### config.mk
export PLATFORM = sky130hd
export DESIGN_NAME = hpgp_mlen_rx
export DESIGN_NICKNAME = d
export VERILOG_FILES = /design/src/rtl/hpgp_mlen_pkg.sv /design/src/rtl/hpgp_gap_timer.sv /design/src/rtl/hpgp_mlen_rx.sv
export SDC_FILE = /design/constraint.sdc
export NUM_CORES = 1
export LEC_CHECK = 0
export CORE_ASPECT_RATIO = 0.9
export CORE_MARGIN = 2
export CORE_UTILIZATION = 51
export DETAILED_ROUTE_END_ITERATION = 7
export GPL_ROUTABILITY_DRIVEN = 1
export PLACE_DENSITY = 0.74
export SYNTH_ARGS = -nofsm -noshare
export SYNTH_HDL_FRONTEND = slang
export SYNTH_SLANG_ARGS = --single-unit
### constraint.sdc
create_clock -name clk -period 6.3 [get_ports clk]
set_input_delay 1.26 -clock clk [delete_from_list [all_inputs] [get_ports clk]]
set_output_delay 1.26 -clock clk [all_outputs]
set_load 0.01 [all_outputs]
### src/rtl/hpgp_mlen_pkg.sv
// Shared constants, FSM state type and header field helpers for the M_LEN
// receive parser.
package hpgp_mlen_pkg;

  localparam int DW    = 13;
  localparam int LID_W = 6;
  localparam logic [5:0] SYNC_PAT = 6'b101101;

  typedef enum logic [1:0] {
    HUNT = 2'd0,
    LEN  = 2'd1,
    PAY  = 2'd2,
    CHK  = 2'd3
  } state_t;

  // Header word layout: {SYNC_PAT, 1'b0, link_id}
  function automatic logic is_header(input logic [DW-1:0] word);
    return (word[12:7] == SYNC_PAT) && (word[6] == 1'b0);
  endfunction

  function automatic logic [LID_W-1:0] hdr_lid(input logic [DW-1:0] word);
    return word[LID_W-1:0];
  endfunction

endpackage

### src/rtl/hpgp_gap_timer.sv
// Counts consecutive idle cycles while enabled; pulses expired on the cycle
// the idle run reaches GAP_TO.
module hpgp_gap_timer #(
  parameter int GAP_TO = 64
) (
  input  logic clk,
  input  logic rst,
  input  logic enable,
  input  logic kick,
  input  logic clear,
  output logic expired
);

  localparam int CW = $clog2(GAP_TO + 1);

  logic [CW-1:0] count;

  assign expired = enable && !kick && !clear && (count == CW'(GAP_TO - 1));

  always_ff @(posedge clk or posedge rst) begin
    if (rst) begin
      count <= '0;
    end else if (clear || kick || expired) begin
      count <= '0;
    end else if (enable) begin
      count <= count + 1'b1;
    end
  end

endmodule

### src/rtl/hpgp_mlen_rx.sv
// Receive-side parser for the 13-bit M_LEN word stream: header hunt, length
// check, payload forwarding and trailing checksum verification.
module hpgp_mlen_rx
  import hpgp_mlen_pkg::*;
#(
  parameter int MAX_LEN = 4096,
  parameter int GAP_TO  = 64
) (
  input  logic             clk,
  input  logic             rst,
  input  logic             in_valid,
  input  logic [DW-1:0]    in_data,
  output logic             out_valid,
  output logic [DW-1:0]    out_data,
  output logic             out_last,
  output logic [LID_W-1:0] link_id,
  output logic [DW-1:0]    m_len,
  output logic             busy,
  output logic             frame_done,
  output logic             frame_err
);

  state_t        state;
  logic [DW-1:0] cnt;
  logic [DW-1:0] sum;
  logic          gap_expired;

  hpgp_gap_timer #(
    .GAP_TO(GAP_TO)
  ) u_gap_timer (
    .clk    (clk),
    .rst    (rst),
    .enable (state != HUNT),
    .kick   (in_valid),
    .clear  (state == HUNT),
    .expired(gap_expired)
  );

  // A gap timeout overrides everything else; otherwise the FSM only moves on valid words.
  always_ff @(posedge clk or posedge rst) begin
    if (rst) begin
      state      <= HUNT;
      cnt        <= '0;
      sum        <= '0;
      out_valid  <= 1'b0;
      out_data   <= '0;
      out_last   <= 1'b0;
      link_id    <= '0;
      m_len      <= '0;
      busy       <= 1'b0;
      frame_done <= 1'b0;
      frame_err  <= 1'b0;
    end else begin
      out_valid  <= 1'b0;
      out_last   <= 1'b0;
      frame_done <= 1'b0;
      frame_err  <= 1'b0;
      if (gap_expired) begin
        frame_err <= 1'b1;
        busy      <= 1'b0;
        state     <= HUNT;
      end else if (in_valid) begin
        case (state)
          HUNT: begin
            if (is_header(in_data)) begin
              link_id <= hdr_lid(in_data);
              busy    <= 1'b1;
              state   <= LEN;
            end
          end
          LEN: begin
            if ((in_data != '0) && (in_data <= DW'(MAX_LEN))) begin
              m_len <= in_data;
              sum   <= '0;
              cnt   <= '0;
              state <= PAY;
            end else begin
              frame_err <= 1'b1;
              busy      <= 1'b0;
              state     <= HUNT;
            end
          end
          PAY: begin
            out_valid <= 1'b1;
            out_data  <= in_data;
            sum       <= sum + in_data;
            cnt       <= cnt + 1'b1;
            if (cnt == m_len - 1'b1) begin
              out_last <= 1'b1;
              state    <= CHK;
            end
          end
          CHK: begin
            if (in_data == sum) begin
              frame_done <= 1'b1;
            end else begin
              frame_err <= 1'b1;
            end
            busy  <= 1'b0;
            state <= HUNT;
          end
          default: state <= HUNT;
        endcase
      end
    end
  end

endmodule

Word level (Yosys, flattened, before mapping):

Cells that the tools add are included.
W data, S select, Z words.

* add/sub/neg operators: 4
* order comparisons: 1
* eq/ne operators: 11
* mux-type cells: 32
* bitwise logic cells: 2
* reductions and logical operators: 22

Operator list (count)
* $pmux W13 S2: 2
* $eq A13 B13 Y1: 2
* $mux W1: 19
* $reduce_and A4 Y1: 4
* $mux W7: 2
* $add A13 B1 Y13 const B: 1
* $add A13 B13 Y13: 1
* $le A13 B13 Y1 const B: 1
* $mux W13: 1
* $reduce_bool A13 Y1: 1
* $sub A13 B1 Y13 const B: 1
* $mux W2: 5
* $pmux W2 S4: 1
* $reduce_bool A2 Y1: 4
* $add A7 B1 Y7 const B: 1
* $eq A7 B6 Y1 const B: 1
* $eq A6 B6 Y1 const B: 1
* $ne A3 B2 Y1 const B: 2
* $reduce_and A3 Y1: 2
* $logic_and A1 B1 Y1: 5
* $eq A2 B2 Y1 const B: 2
* $reduce_bool A4 Y1: 1
* $ne A3 B3 Y1 const B: 1
* $pmux W1 S3: 1
* 7 further kinds: 10

* register bits: 72
* bits of input ports: 16
* output and inout port bits: 37
* logic and storage cells: 84

Logic depth before layout (Yosys ltp):

* depth after elaboration: 6
* gate-level depth with buffers: 8
* gate-level depth less buffers: 8

By module:

Synthesis repeated with hierarchy kept, for this count alone.

* cell total of the unflattened synthesis: 426
* area, all modules: 4082.7 µm²

By module, submodules not included
* hpgp_mlen_rx: times used 1, cells each 385, area each 3694.8 µm², seq. area each 1626.6 µm²
* hpgp_gap_timer: times used 1, cells each 41, area each 387.9 µm², seq. area each 175.2 µm²

Worst setup path before layout:

Ideal clock, no wire load.

* path type: in2reg
* from: input port in_data[0]
* to: register sum[12]
* library setup time: 79 ps
* data arrival time: 3116 ps
* data required time: 6221 ps
* setup slack: 3105 ps
* stages on the path: 8
* path buffers: 0
* cells stage by stage: ha_1 fa_1 a211oi_1 o21a_1 nor3_1 or4_1 nand3_1 mux2i_1

* longest elaborated chain between the ends: 4
* elaborated cells on any way between the ends: 7
* those cells by class: add/sub: 1; order compare: 1; eq/ne: 1; mux: 1; reduce/logical: 3

RTL lines
* start, declared: RTL line hpgp_mlen_rx.sv:12 `input logic [DW-1:0] in_data,`
* $le A13 B13 Y1 or $reduce_bool A13 Y1 (tied branches): RTL line hpgp_mlen_rx.sv:72 `if ((in_data != '0) && (in_data <= DW'(MAX_LEN))) begin`
* $logic_and A1 B1 Y1: RTL line hpgp_mlen_rx.sv:72
* $ne A2 B2 Y1 (no line)
* $reduce_and A4 Y1 (no line)
* end signal, assigned: RTL line hpgp_mlen_rx.sv:86 `sum <= sum + in_data;`
* end, declared: RTL line hpgp_mlen_rx.sv:25 `logic [DW-1:0] sum;`

Parallel ways exist; a longest one is shown, timed or not.
A chain may end at the register's enable or synchronous reset.

Worst setup path after layout:

Same ends and word-level chain as after synthesis.

==> flow_summary.ini <==
[sta]
fin_setup_tns_ns = 0
finClkSkew_ns = 0.0103
fin_crit_sh_pct = 56.4
drv_slew = 0
finalHoldViolations = 0
rsz0062_at_grt = no
max_freq_ghz = 0.282
fin_hold_ws_ns = 0.467
min_period_ns = 3.55
setup_viol = 0
worst_slew_pin_slew_ns = 0.895
slew_headroom_pct = 40.3

[drt]
wl_per_cell_um = 16.7
vias = 3526
routed_wl_um = 10000
viasPerCell = 5.85
initialDrtViolationCount = 176
ant_nets = 0
firstDrtPassIters = 6
drc = 0

[layout]
regArea_um2 = 1800
utilization_pct = 62.0
drive_gt1_share_pct = 7.74
multi_input_area_um2 = 2200
fill_cells = 682
area_growth_pct = 19.6
antenna_cells = 0
nNetsFinal = 531

[global_routing]
grt_start_max_net_pins = 73
grt_pass1_wl_um = 17000
grt-ovfl-total = 0
grt_pass1_vias = 3412
antenna_found_initial = 0
grtUsageTotal_pct = 24.5

[floorplanning]
dieArea_um2 = 8820
die_w_um = 98.8
num_io_pins = 53
rows = 31
initial_utilization_pct = 51.8
die_h_um = 89.3
core_area_um2 = 7950

[setup_path]
r2r_end = sum[12]$_DFFE_PP0P_
rr_worst_depth = 8
crit_type = input pin to flip-flop
crit_path_end = sum[12]$_DFFE_PP0P_
r2r-start = sum[0]$_DFFE_PP0P_
crit_fanout = 5
cp-start-kind = input pin
worstSetupStartpoint = in_data[0]
required_ns = 6.58
crit_arrival_ns = 3.84
r2r_slack_ns = 3.80
cp-end-kind = flip-flop

[pwr]
p_per_area_nw_per_um2 = 441
clkPwrFrac_pct = 19.2
p_seq_share_pct = 35.7
power.total_w = 0.00217
leakagePower_nw = 2.20
swShare_pct = 40.2
pwr-share-comb_pct = 45.1
power.switching_w = 0.000873
internal_power_w = 0.00130
vdd_ir_drop_max_mv = 0.235

[clock_tree]
cts_buffers = 9
cts_max_path_buffers = 2
post_cts_buffers = 0
cts_resized = 0
clk_pin_slew_ns = 0.09
clock-sinks = 72
clockRootBuffer = clkbuf_8
htreeDepth = 3
clkLatencyLatePin_ns = 0.36
ctsHoldBuffers = 0
tritoncts = done

[synthesis]
async_flop_share_pct = 100
ys_top_cells_by_area = dfrtp_1 (44%), nand2_1 (9.0%), ha_1 (4.6%)
yosys_most_used_dff = dfrtp_1
yosysSeqAreaShare_pct = 43.7
yosys.cell_count.top_type = nand2_1
syn_area_um2 = 4120
synth_nets = 484
ys_warn_count = 0
yosysTopAreaCell = dfrtp_1
ys_ff_latch = 72
avgSynthCellArea_um2 = 9.12
post-synth-top-area-fraction_pct = 43.7
synth_edf_count = 0
netlist_instances = 452
synth_top_cells_by_count = nand2_1 (99), dfrtp_1 (72), nor2_1 (39), xnor2_1 (19), o21ai_0 (18)
synth_cell_type_count = 63

[placement]
place.gp.congestion = 0.874
port_buffers = 52
dp_hpwl_um = 7270

[status]
outcome = complete, no violations

[hold_path]
hp-class = flip-flop to flip-flop

[flow_run]
maxCapViolations = 0
## metal layers
metal	GRT usage (%)	part of all wire [%]
met1	33.8	45
met2	39.8	48
met3	5.08	5.9
met4	7.22	1.0
met5	0	0
## critical path, cell delays in order
cell and delay, ns:
clkdlybuf4s50_1 0.49, ha_1 0.28, fa_1 0.44, a211oi_1 0.32, o21a_1 0.21, nor3_1 0.07, or4_1 0.47, nand3_1 0.11
mux2i_1 0.19
## placed cells by master (no fill, tap or decap), types with 3 or more instances in the layout
| master | netlist | final |
|---|---|---|
| nand2_1 | 99 | 99 |
| dfrtp_1 | 72 | 72 |
| clkdlybuf4s50_1 | 0 | 52 |
| nor2_1 | 39 | 39 |
| xnor2_1 | 19 | 19 |
| o21ai_0 | 18 | 18 |
| nor3_1 | 16 | 16 |
| xor2_1 | 16 | 16 |
| ha_1 | 15 | 15 |
| nand3_1 | 14 | 14 |
| inv_1 | 12 | 11 |
| nand4_1 | 10 | 10 |
| a21oi_1 | 10 | 10 |
| clkbuf_8 | 0 | 9 |
| mux2_2 | 7 | 7 |
| and3_1 | 6 | 6 |
| o21a_1 | 5 | 5 |
| o41ai_1 | 4 | 4 |
| o211ai_1 | 4 | 4 |
| mux2i_1 | 4 | 4 |
| a211oi_1 | 4 | 4 |
| a21o_1 | 4 | 4 |
| o21bai_1 | 3 | 3 |
| a31oi_1 | 3 | 3 |
| nand2b_1 | 3 | 3 |
| nor4_1 | 3 | 3 |
| or3_1 | 3 | 3 |
| o31ai_1 | 3 | 3 |
| o22ai_1 | 3 | 3 |
| inv_6 | 0 | 3 |
## cell families after synthesis
family                     share of synthesized area, %
AOI/OAI and AO/OA                                  14.2
buffers and inverters                              2.97
adders and majority gates                          5.04
DFF                                                43.7
muxes                                              2.88
and+or+nand+nor                                    23.7
xor gates and xnor gates                           7.44
## per-stage QoR
stage | instances | area, um^2 | worst slack, ns
global placement | 587 | 4700 | 2.45
detailed placement | 587 | 4700 | 2.41
global route | 603 | 4930 | 2.53
floorplan | 452 | 4120 | 3.10
finish | 603 | 4930 | 2.75
CTS | 603 | 4930 | 2.76
## state kept, by name (all words and copies together), names as in the netlist, 2 cells and up
signal,flops
cnt,13
m_len,13
out_data,13
sum,13
u_gap_timer.count,7
link_id,6
state,2
## final cells by class
type	instances	area share (%)
Inverter	12	0.914
Clock inverter	7	2.06
Timing Repair Buffer	54	10.9
Clock buffer	9	2.51
Tap cell	99	2.51
Sequential cell	72	36.6
Multi-Input combinational cell	350	44.6
## power by group through the flow
stage	Combinational, W	Sequential (W)	Clock (W)
after floorplan	0.000640	0.000769	0
after global routing	0.00109	0.000802	0.000445
after CTS	0.000981	0.000775	0.000423
final	0.000979	0.000776	0.000417
after global placement	0.000949	0.000776	0
after detailed placement	0.000974	0.000783	0
## worst min-delay path by stage
stage	from	endpoint	slack, ns	cells after the start
2_1_floorplan	u_gap_timer.count[0]$_DFFE_PP0P_	u_gap_timer.count[0]$_DFFE_PP0P_	0.43	1
3_3_place_gp	u_gap_timer.count[0]$_DFFE_PP0P_	u_gap_timer.count[0]$_DFFE_PP0P_	0.45	1
3_5_place_dp	out_data[11]$_DFFE_PP0P_	out_data[11]$_DFFE_PP0P_	0.46	2
4_1_cts	u_gap_timer.count[0]$_DFFE_PP0P_	u_gap_timer.count[0]$_DFFE_PP0P_	0.48	1
5_1_grt	u_gap_timer.count[0]$_DFFE_PP0P_	u_gap_timer.count[0]$_DFFE_PP0P_	0.50	1
6_report	u_gap_timer.count[0]$_DFFE_PP0P_	u_gap_timer.count[0]$_DFFE_PP0P_	0.47	1
Power figures use the tool's default switching activity.
